$ cat src/rtl/cmos_trig_monitor.sv
// Receive-side checker for the CMOS trigger line: period/width in ticks, pulse count, loss flag.
// Optional glitch filter between synchronizer and edge detector: CMOS_TRIG_GLITCH_FILT_EN.
module cmos_trig_monitor #(
    parameter int unsigned CLOCK_PERIOD = 10,
    parameter int unsigned TICK_NS      = 1000000,
    parameter int unsigned FILT_LEN     = 4
) (
    input  logic        clk,
    input  logic        rst,
    input  logic        trig_in,
    input  logic [15:0] cfg_timeout,
    output logic [15:0] meas_period,
    output logic [15:0] meas_width,
    output logic        meas_valid,
    output logic [31:0] trig_cnt,
    output logic        trig_lost,
    output logic        trig_active
);

    localparam int unsigned CNT_TICK = TICK_NS / CLOCK_PERIOD;
    localparam int unsigned PW       = (CNT_TICK > 1) ? $clog2(CNT_TICK) : 1;
    localparam logic [PW-1:0] P_LAST = PW'(CNT_TICK - 1);

    localparam logic [1:0] StIdle = 2'd0;
    localparam logic [1:0] StHigh = 2'd1;
    localparam logic [1:0] StLow  = 2'd2;

    // Input synchronizer
    logic trig_meta_q, trig_sync_q;
    logic s, s_d_q;
    logic rise, fall;

    always_ff @(posedge clk or posedge rst) begin
        if (rst) begin
            trig_meta_q <= 1'b0;
            trig_sync_q <= 1'b0;
        end else begin
            trig_meta_q <= trig_in;
            trig_sync_q <= trig_meta_q;
        end
    end

`ifdef CMOS_TRIG_GLITCH_FILT_EN
    localparam int unsigned FW = (FILT_LEN > 1) ? $clog2(FILT_LEN) : 1;

    logic [FW-1:0] filt_cnt_q;
    logic          filt_lvl_q;

    // Level follows the synchronizer only after FILT_LEN consecutive differing samples.
    always_ff @(posedge clk or posedge rst) begin
        if (rst) begin
            filt_cnt_q <= '0;
            filt_lvl_q <= 1'b0;
        end else if (trig_sync_q == filt_lvl_q) begin
            filt_cnt_q <= '0;
        end else if (filt_cnt_q == FW'(FILT_LEN - 1)) begin
            filt_cnt_q <= '0;
            filt_lvl_q <= trig_sync_q;
        end else begin
            filt_cnt_q <= filt_cnt_q + 1'b1;
        end
    end

    assign s = filt_lvl_q;
`else
    logic unused_filt_len;
    assign unused_filt_len = ^FILT_LEN;
    assign s = trig_sync_q;
`endif

    always_ff @(posedge clk or posedge rst) begin
        if (rst) begin
            s_d_q <= 1'b0;
        end else begin
            s_d_q <= s;
        end
    end

    assign rise = s & ~s_d_q;
    assign fall = ~s & s_d_q;

    // Timeout configuration register
    logic [15:0] cfg_timeout_q;

    always_ff @(posedge clk or posedge rst) begin
        if (rst) begin
            cfg_timeout_q <= '0;
        end else begin
            cfg_timeout_q <= cfg_timeout;
        end
    end

    // Elapsed-time counters: prescaler and tick count since the last rise
    logic [PW-1:0] p_q;
    logic [15:0]   ms_q;
    logic          p_wrap;
    logic [15:0]   ms_inc;
    logic [15:0]   elapsed;
    logic          timeout;

    assign p_wrap = (p_q == P_LAST);
    assign ms_inc = (ms_q == 16'hFFFF) ? ms_q : ms_q + 16'd1;
    // Tick count including the current cycle, so exactly P*CNT_TICK cycles reads as P.
    assign elapsed = p_wrap ? ms_inc : ms_q;

    always_ff @(posedge clk or posedge rst) begin
        if (rst) begin
            p_q  <= '0;
            ms_q <= '0;
        end else if (rise) begin
            p_q  <= '0;
            ms_q <= '0;
        end else if (p_wrap) begin
            p_q  <= '0;
            ms_q <= ms_inc;
        end else begin
            p_q <= p_q + 1'b1;
        end
    end

    // Main FSM and registered outputs
    logic [1:0]  state_q, state_d;
    logic [15:0] width_tmp_q, width_tmp_d;
    logic [15:0] meas_period_q, meas_period_d;
    logic [15:0] meas_width_q, meas_width_d;
    logic        meas_valid_q, meas_valid_d;
    logic [31:0] trig_cnt_q, trig_cnt_d;
    logic        trig_lost_q, trig_lost_d;

    assign timeout = (cfg_timeout_q != 16'd0) && (state_q != StIdle) && p_wrap &&
                     (({1'b0, ms_q} + 17'd1) == {1'b0, cfg_timeout_q});

    always_comb begin
        state_d       = state_q;
        width_tmp_d   = width_tmp_q;
        meas_period_d = meas_period_q;
        meas_width_d  = meas_width_q;
        meas_valid_d  = 1'b0;
        trig_cnt_d    = trig_cnt_q;
        trig_lost_d   = trig_lost_q;
        // A rise outranks a coincident timeout.
        if (rise) begin
            trig_cnt_d  = trig_cnt_q + 32'd1;
            trig_lost_d = 1'b0;
            state_d     = StHigh;
            if (state_q == StLow) begin
                meas_valid_d  = 1'b1;
                meas_period_d = elapsed;
                meas_width_d  = width_tmp_q;
            end
        end else if (timeout) begin
            trig_lost_d = 1'b1;
            state_d     = StIdle;
        end else if (fall && (state_q == StHigh)) begin
            width_tmp_d = elapsed;
            state_d     = StLow;
        end
    end

    always_ff @(posedge clk or posedge rst) begin
        if (rst) begin
            state_q       <= StIdle;
            width_tmp_q   <= '0;
            meas_period_q <= '0;
            meas_width_q  <= '0;
            meas_valid_q  <= 1'b0;
            trig_cnt_q    <= '0;
            trig_lost_q   <= 1'b0;
        end else begin
            state_q       <= state_d;
            width_tmp_q   <= width_tmp_d;
            meas_period_q <= meas_period_d;
            meas_width_q  <= meas_width_d;
            meas_valid_q  <= meas_valid_d;
            trig_cnt_q    <= trig_cnt_d;
            trig_lost_q   <= trig_lost_d;
        end
    end

    assign meas_period = meas_period_q;
    assign meas_width  = meas_width_q;
    assign meas_valid  = meas_valid_q;
    assign trig_cnt    = trig_cnt_q;
    assign trig_lost   = trig_lost_q;
    assign trig_active = (state_q != StIdle);

endmodule

$ cat config.mk
export PLATFORM = sky130hd
export DESIGN_NAME = cmos_trig_monitor
export DESIGN_NICKNAME = d
export VERILOG_FILES = /design/src/rtl/cmos_trig_monitor.sv
export SDC_FILE = /design/constraint.sdc
export NUM_CORES = 1
export LEC_CHECK = 0
export ABC_AREA = 1
export ABC_CLOCK_PERIOD_IN_PS = 5500
export CORE_AREA = 3 3 106 133
export CTS_CLUSTER_SIZE = 24
export DETAILED_ROUTE_END_ITERATION = 6
export DIE_AREA = 0 0 109 136
export PLACE_DENSITY_LB_ADDON = 0.2
export REMOVE_ABC_BUFFERS = 1
export SYNTH_ARGS = -nofsm -noshare
export SYNTH_HDL_FRONTEND = slang
export SYNTH_SLANG_ARGS = --single-unit
$ cat constraint.sdc
create_clock -name clk -period 5.5 [get_ports clk]
set_input_delay 0.825 -clock clk [delete_from_list [all_inputs] [get_ports clk]]
set_output_delay 0.825 -clock clk [all_outputs]
set_load 0.005 [all_outputs]
==> results of run 1 <==
## report_power, final
group / leakage, nW / internal [mW] / total [mW] / switching [mW]
sequential: 1.84 / 1.04 / 1.08 / 0.0391
clock: 0.297 / 0.724 / 1.18 / 0.461
combinational: 1.86 / 0.0769 / 0.166 / 0.0895
## kinds of logic after synthesis
family          count (synthesis)
flops                         136
compound gates                 43
fa+ha+maj                       3
xor+xnor                       38
simple gates                  443
buf+inv                       106
## registers in the layout, summed over array words and instances, names as in the netlist
name           flops
state_q            2
meas_width        16
trig_lost          1
p_q               17
meas_period       16
ms_q              16
trig_meta_q        1
cfg_timeout_q     16
trig_cnt          32
width_tmp_q       16
meas_valid         1
s                  1
s_d_q              1
## stage by stage
stage / cells / cell area [µm²] / power, mW
floorplan: 752 / 6290 / 1.17
CTS: 1042 / 8010 / 2.45
detailed placement: 1010 / 7400 / 1.26
finish: 1042 / 8010 / 2.43
global placement: 1010 / 7400 / 1.26
global route: 1042 / 8010 / 2.52
## layout make-up
| cell class | instances | area, µm² | area share, % |
|---|---|---|---|
| repair buffers | 90 | 888 | 11.1 |
| well taps | 168 | 210 | 2.62 |
| flip-flops and latches | 136 | 3400 | 42.5 |
| clock buffers | 17 | 425 | 5.31 |
| clock inverters | 15 | 191 | 2.39 |
| inverters | 89 | 337 | 4.20 |
| multi-input cells | 527 | 2560 | 31.9 |
## worst paths after layout
kind	slack [ns]	endpoint	from
setup reg to reg	2.58	p_q[16]	s
min in group asynchronous	0.91	trig_cnt[25]	rst
hold reg to reg	0.35	s	trig_meta_q
max in group asynchronous	3.59	meas_width[1]	rst
hold / removal	0.35	s	trig_meta_q
setup / recovery	2.58	p_q[16]	s
## synth_stat cells (2+ instances only)
| library cell | n |
|---|---|
| nand2_1 | 249 |
| dfrtp_1 | 136 |
| inv_1 | 88 |
| nor2_1 | 73 |
| nand3_1 | 49 |
| nand4_1 | 32 |
| o21ai_0 | 26 |
| xor2_1 | 24 |
| nor3_1 | 14 |
| xnor2_1 | 14 |
| a21oi_1 | 10 |
| clkbuf_1 | 10 |
| nor2_2 | 5 |
| a22oi_1 | 3 |
| ha_1 | 3 |
| nand3_2 | 3 |
| nand3b_1 | 3 |
| nor4_1 | 3 |
| buf_2 | 2 |
| buf_4 | 2 |
| buf_6 | 2 |
| nand4_2 | 2 |
| nor3b_1 | 2 |
## metal layers
layer  wire length (µm)  track usage, %  up-vias  part of all wire (%)
met3                882            6.60       44                   5.6
met4                669            11.6        0                   4.3
met1               6190            27.1     2588                    40
li1                   -               -     2633                     -
met2               7890            37.4      164                    50
met5                  0               0        -                     0
## critical path, delay by kind of cell (launching register included)
kind                   cells  cell delay (ns)
buffers and inverters      2             0.87
flip-flops                 1             0.40
AND/OR/NAND/NOR            3             1.56
==> impl_metrics.prom, run 1 <==
# TYPE chip_impl_metric gauge
chip_impl_metric{name="cell_area_after_technology_mapping",unit="µm²"} 6380
chip_impl_metric{name="timing.final.ws_setup",unit="ns"} 2.58
chip_impl_info{name="most-common-layout-cells",value="249 x nand2_1, 136 x dfrtp_1, 87 x inv_1"} 1
chip_impl_metric{name="area_delta_synth_final",unit="%"} 25.5
chip_impl_metric{name="synth-compound-area-share",unit="%"} 3.61
chip_impl_metric{name="peakVddDrop",unit="V"} 0.000198
chip_impl_info{name="dominant_combinational_cell_family_by_area_after_synthesis",value="simple AND/OR/NAND/NOR gates"} 1
chip_impl_metric{name="synth_edf_count",unit=""} 0
chip_impl_metric{name="antenna-diode-count",unit=""} 0
chip_impl_metric{name="worstPathRequired",unit="ns"} 5.83
chip_impl_metric{name="post-route-drc-count",unit=""} 0
chip_impl_info{name="layout.cells.most_common",value="nand2_1"} 1
chip_impl_metric{name="cts_buffer_depth",unit=""} 2
chip_impl_metric{name="drv_cap",unit=""} 0
chip_impl_metric{name="synth_seq_area_share",unit="%"} 53.3
chip_impl_metric{name="drt-wirelength-per-cell",unit="µm"} 15.0
chip_impl_metric{name="hold_depth",unit=""} 0
chip_impl_metric{name="gp_routability_congestion",unit=""} 0.924
chip_impl_metric{name="max_clock_freq",unit="MHz"} 343
chip_impl_info{name="timing.critical_path.mode_cell",value="inv_1"} 1
chip_impl_info{name="criticalPathCategory",value="register to register"} 1
chip_impl_metric{name="critical_path.max_fanout",unit=""} 29
chip_impl_info{name="ordered_list_of_cells_on_the_worst_path",value="nand2_1 -> inv_1 -> nor2_1 -> inv_1 -> nor3_1"} 1
chip_impl_metric{name="clk_pin_slew_worst_paths",unit="ns"} 0.06
chip_impl_metric{name="floorplan.core_area",unit="µm²"} 12800
chip_impl_metric{name="syn_inst",unit=""} 769
chip_impl_metric{name="synth_fa_ha_area_share",unit="%"} 0.588
chip_impl_info{name="synth.area.top_cells",value="dfrtp_1 53%, nand2_1 15%, inv_1 5.2%"} 1
chip_impl_metric{name="ioPinCount",unit=""} 86
chip_impl_metric{name="hold_buffers",unit=""} 0
chip_impl_info{name="cts.root.buffer_cell",value="clkbuf_16"} 1
chip_impl_metric{name="totalWireLength",unit="µm"} 15600
chip_impl_metric{name="post_cts.resized_instances",unit=""} 0
chip_impl_metric{name="clk-insertion-delay-late",unit="ns"} 0.42
chip_impl_metric{name="post_synth.cell_area_avg",unit="µm²"} 8.30
chip_impl_metric{name="vias_per_cell",unit=""} 5.21
chip_impl_metric{name="cts_post_setup_buffers_inserted",unit=""} 0
chip_impl_metric{name="power_per_cell_area",unit="nW/µm²"} 303
chip_impl_metric{name="cts_num_sinks",unit=""} 136
chip_impl_metric{name="grt_pass1_vias",unit=""} 5503
chip_impl_metric{name="timing_hold_violations_final",unit=""} 0
chip_impl_metric{name="dieArea",unit="µm²"} 14800
chip_impl_metric{name="worst_slack_placed",unit="ns"} 2.64
chip_impl_metric{name="timing.critical_path.slowest_cell_delay",unit="ns"} 0.75
chip_impl_metric{name="fillCellCount",unit=""} 1138
chip_impl_metric{name="postLayoutCoreUtil",unit="%"} 62.4
chip_impl_metric{name="setup_clock_skew_after_layout",unit="ns"} 0.0107
chip_impl_metric{name="first_pass_grt_wire_length",unit="µm"} 26400
chip_impl_metric{name="yosysWarnings",unit=""} 0
chip_impl_metric{name="rows",unit=""} 46
chip_impl_metric{name="drt_pass1_iterations",unit=""} 4
chip_impl_metric{name="post-route-period-util",unit="%"} 53.1
chip_impl_metric{name="overflow",unit=""} 0
chip_impl_metric{name="async_reset_ff_share",unit="%"} 100
chip_impl_metric{name="place.port_buffers",unit=""} 85
chip_impl_metric{name="synth.top_cell.area_share",unit="%"} 53.3
chip_impl_metric{name="grt_max_degree",unit=""} 59
chip_impl_metric{name="tightestPinTransition",unit="ns"} 1.01
chip_impl_metric{name="synth_seq_cells",unit=""} 136
chip_impl_metric{name="finalWorstPathRequiredPeriod",unit="ns"} 2.92
chip_impl_metric{name="finalNetCount",unit=""} 883
chip_impl_info{name="cts_tree",value="built"} 1
chip_impl_metric{name="grt.total_usage",unit="%"} 22.8
chip_impl_info{name="cpMaxStageDelayCell",value="nand2_1"} 1
chip_impl_info{name="timing.critical_path.from_type",value="register"} 1
chip_impl_info{name="synth.largest_area_cell",value="dfrtp_1"} 1
chip_impl_metric{name="final.hold.worst_slack",unit="ns"} 0.349
chip_impl_metric{name="die_width",unit="µm"} 109
chip_impl_metric{name="setup_violations",unit=""} 0
chip_impl_metric{name="leakagePower",unit="nW"} 4.00
chip_impl_metric{name="number_of_distinct_library_cell_variants_in_the_gate_level_netlist_after_synthesis",unit=""} 37
chip_impl_metric{name="detail_route.iter0.violations",unit=""} 296
chip_impl_info{name="worstHoldPathType",value="register to register"} 1
chip_impl_metric{name="share_of_post_route_cells_with_drive_strength_above_1",unit="%"} 6.41
chip_impl_info{name="run_status",value="completed"} 1
chip_impl_metric{name="detailedPlacementHpwl",unit="µm"} 11100
chip_impl_metric{name="r2r_cells",unit=""} 5
chip_impl_metric{name="post_synth_mux_area_share",unit="%"} 0
chip_impl_info{name="dominantRegCellSynth",value="dfrtp_1"} 1
chip_impl_info{name="grt_setup_unrepaired",value="no"} 1
chip_impl_metric{name="total_clock_buffers_created_by_cts",unit=""} 17
chip_impl_metric{name="grt_antenna_before_repair",unit=""} 0
chip_impl_metric{name="num_vias",unit=""} 5429
chip_impl_metric{name="synth_xor_area_share",unit="%"} 5.21
chip_impl_metric{name="die_height",unit="µm"} 136
chip_impl_metric{name="cts_htree_levels",unit=""} 4
chip_impl_metric{name="slew-limit-headroom",unit="%"} 32.6
chip_impl_metric{name="final_max_slew_viol_count",unit=""} 0
chip_impl_metric{name="worst_path_arrival",unit="ns"} 3.25
chip_impl_metric{name="start_util",unit="%"} 49.7
chip_impl_metric{name="synth_simple_gate_area_share",unit="%"} 30.7
chip_impl_info{name="worst_setup_path_end_kind",value="register"} 1
chip_impl_metric{name="setup_tns_final",unit="ns"} 0
chip_impl_metric{name="ant_nets",unit=""} 0
No activity file was read; power rests on OpenSTA's default activity.
==> run 2, diff against run 1 <==
--- a/config.mk
+++ b/config.mk
@@ -6,7 +6,7 @@
 export NUM_CORES = 1
 export LEC_CHECK = 0
 export ABC_AREA = 1
-export ABC_CLOCK_PERIOD_IN_PS = 5500
+export ABC_CLOCK_PERIOD_IN_PS = 2850
 export CORE_AREA = 3 3 106 133
 export CTS_CLUSTER_SIZE = 24
 export DETAILED_ROUTE_END_ITERATION = 6
==> constraint.sdc (replaced) <==
create_clock -name clk -period 2.85 [get_ports clk]
set_input_delay 0.4275 -clock clk [delete_from_list [all_inputs] [get_ports clk]]
set_output_delay 0.4275 -clock clk [all_outputs]
set_load 0.005 [all_outputs]
==> impl_metrics.prom, run 2 (same netlist as run 1, synthesis figures left out) <==
# TYPE chip_impl_metric gauge
chip_impl_info{name="run_status",value="completed"} 1
chip_impl_metric{name="antenna-diode-count",unit=""} 0
chip_impl_metric{name="share_of_post_route_cells_with_drive_strength_above_1",unit="%"} 7.58
chip_impl_metric{name="timing.critical_path.slowest_cell_delay",unit="ns"} 0.43
chip_impl_metric{name="place.port_buffers",unit=""} 85
chip_impl_info{name="timing.critical_path.from_type",value="register"} 1
chip_impl_info{name="criticalPathCategory",value="register to register"} 1
chip_impl_metric{name="floorplan.core_area",unit="µm²"} 12800
chip_impl_metric{name="worstPathRequired",unit="ns"} 3.21
chip_impl_metric{name="total_power",unit="mW"} 4.60
chip_impl_metric{name="grt.total_usage",unit="%"} 22.7
chip_impl_metric{name="final_max_slew_viol_count",unit=""} 0
chip_impl_metric{name="setup_violations",unit=""} 0
chip_impl_metric{name="post-route-period-util",unit="%"} 88.4
chip_impl_info{name="timing.critical_path.mode_cell",value="nand2_1"} 1
chip_impl_metric{name="grt_antenna_before_repair",unit=""} 0
chip_impl_metric{name="clk-insertion-delay-late",unit="ns"} 0.42
chip_impl_metric{name="dieArea",unit="µm²"} 14800
chip_impl_metric{name="total_clock_buffers_created_by_cts",unit=""} 17
chip_impl_metric{name="max_clock_freq",unit="MHz"} 397
chip_impl_metric{name="largest_register_ff_count",unit=""} 32
chip_impl_info{name="worstHoldPathType",value="register to register"} 1
chip_impl_metric{name="first_pass_grt_wire_length",unit="µm"} 26300
chip_impl_info{name="layout.cells.most_common",value="nand2_1"} 1
chip_impl_metric{name="grt_pass1_vias",unit=""} 5725
chip_impl_metric{name="setup_clock_skew_after_layout",unit="ns"} 0.0147
chip_impl_metric{name="finalWorstPathRequiredPeriod",unit="ns"} 2.52
chip_impl_info{name="grt_setup_unrepaired",value="no"} 1
chip_impl_metric{name="worst_path_arrival",unit="ns"} 2.88
chip_impl_info{name="cpMaxStageDelayCell",value="dfrtp_1"} 1
chip_impl_metric{name="postLayoutCoreUtil",unit="%"} 63.1
chip_impl_metric{name="power_per_cell_area",unit="nW/µm²"} 568
chip_impl_metric{name="drt_pass1_iterations",unit=""} 6
chip_impl_metric{name="rows",unit=""} 46
chip_impl_metric{name="peakVddDrop",unit="V"} 0.000368
chip_impl_metric{name="cts_post_setup_buffers_inserted",unit=""} 0
chip_impl_metric{name="vias_per_cell",unit=""} 5.18
chip_impl_metric{name="ioPinCount",unit=""} 86
chip_impl_info{name="cts_tree",value="built"} 1
chip_impl_metric{name="drv_cap",unit=""} 0
chip_impl_metric{name="detail_route.iter0.violations",unit=""} 279
chip_impl_metric{name="post-route-drc-count",unit=""} 0
chip_impl_metric{name="die_height",unit="µm"} 136
chip_impl_metric{name="setup_tns_final",unit="ns"} 0
chip_impl_metric{name="ant_nets",unit=""} 0
chip_impl_metric{name="cts_htree_levels",unit=""} 4
chip_impl_info{name="most-common-layout-cells",value="249 x nand2_1, 136 x dfrtp_1, 87 x inv_1"} 1
chip_impl_metric{name="detailedPlacementHpwl",unit="µm"} 11100
chip_impl_metric{name="leakagePower",unit="nW"} 4.04
chip_impl_metric{name="clk_pin_slew_worst_paths",unit="ns"} 0.06
chip_impl_metric{name="cts_buffer_depth",unit=""} 2
chip_impl_info{name="ordered_list_of_cells_on_the_worst_path",value="ha_1 -> nand2_1 -> nor2_2 -> buf_4 -> nand4_2 -> nand2_1 -> nand2_1 -> nand2_1 -> nand2_1 -> nor2_1 -> nand3_2 -> nand3_2 -> nand2_1 -> nand2_1"} 1
chip_impl_metric{name="slew-limit-headroom",unit="%"} 64.5
chip_impl_metric{name="area_delta_synth_final",unit="%"} 26.8
chip_impl_metric{name="timing_hold_violations_final",unit=""} 0
chip_impl_info{name="worst_setup_path_end_kind",value="register"} 1
chip_impl_metric{name="gp_routability_congestion",unit=""} 0.928
chip_impl_metric{name="overflow",unit=""} 0
chip_impl_metric{name="cts_num_sinks",unit=""} 136
chip_impl_metric{name="num_vias",unit=""} 5445
chip_impl_metric{name="drt-wirelength-per-cell",unit="µm"} 14.6
chip_impl_metric{name="finalNetCount",unit=""} 893
chip_impl_info{name="critical_path.top_delay_family",value="simple AND/OR/NAND/NOR gates"} 1
chip_impl_metric{name="die_width",unit="µm"} 109
chip_impl_metric{name="grt_max_degree",unit=""} 53
chip_impl_info{name="cts.root.buffer_cell",value="clkbuf_16"} 1
chip_impl_metric{name="totalWireLength",unit="µm"} 15300
chip_impl_metric{name="tightestPinTransition",unit="ns"} 0.532
chip_impl_metric{name="path_buf_inv",unit=""} 1
chip_impl_metric{name="start_util",unit="%"} 49.7
chip_impl_metric{name="critical_path.max_fanout",unit=""} 16
run 2: metal layers:
metal	track usage [%]	vias to the layer above	share of wire [%]
met4	11.4	0	3.5
met5	0	-	0
met3	6.27	37	5.3
li1	-	2647	-
met1	25.6	2595	40
met2	39.1	166	51
run 2: stage by stage:
| step | instance area (µm²) | hold WS, ns | setup slack, ns | std cells |
|---|---|---|---|---|
| finish | 8100 | 0.348 | 0.330 | 1052 |
| global route | 8100 | 0.352 | 0.0625 | 1052 |
| CTS | 8090 | 0.350 | 0.0784 | 1052 |
| detailed placement | 7500 | 0.337 | 0.0974 | 1020 |
| global placement | 7500 | 0.336 | 0.139 | 1020 |
| floorplan | 6290 | 0.331 | -1.22 | 752 |
run 2: repair_timing:
item	4_1_cts	5_1_grt
gates resized for setup	0	1
endpoints found under the setup margin	0	19
hold buffers	0	0
run 2: worst paths after layout:
path / from / to / slack (ns) / cells after the start
worst max-delay path: ms_q[0] / width_tmp_q[5] / 0.33 / 14
worst max register to register: ms_q[0] / width_tmp_q[5] / 0.33 / 14
min in group asynchronous: rst / trig_cnt[26] / 0.37 / 2
max in group asynchronous: rst / meas_period[9] / 1.81 / 3
worst min register to register: trig_meta_q / s / 0.35 / 0
worst min-delay path: trig_meta_q / s / 0.35 / 0
run 2: area by class of cell:
type | instances | area, µm²
clock inverters | 13 | 144
fillers | 1089 | 4740
repair buffers | 100 | 988
inverters | 89 | 337
well taps | 168 | 210
multi-input cells | 527 | 2560
clock buffers | 19 | 453
flip-flops and latches | 136 | 3400
run 2: power breakdown:
group	switching [mW]	total [mW]	internal, mW
clock network	0.858	2.20	1.34
registers	0.0715	2.08	2.00
logic	0.171	0.328	0.157
run 2: worst register-to-register path: cells and delay by family (launching register included):
kind	cells	cell delay, ns
buf+inv	1	0.20
flops	1	0.43
simple gates	12	1.57
fa+ha+maj	1	0.24
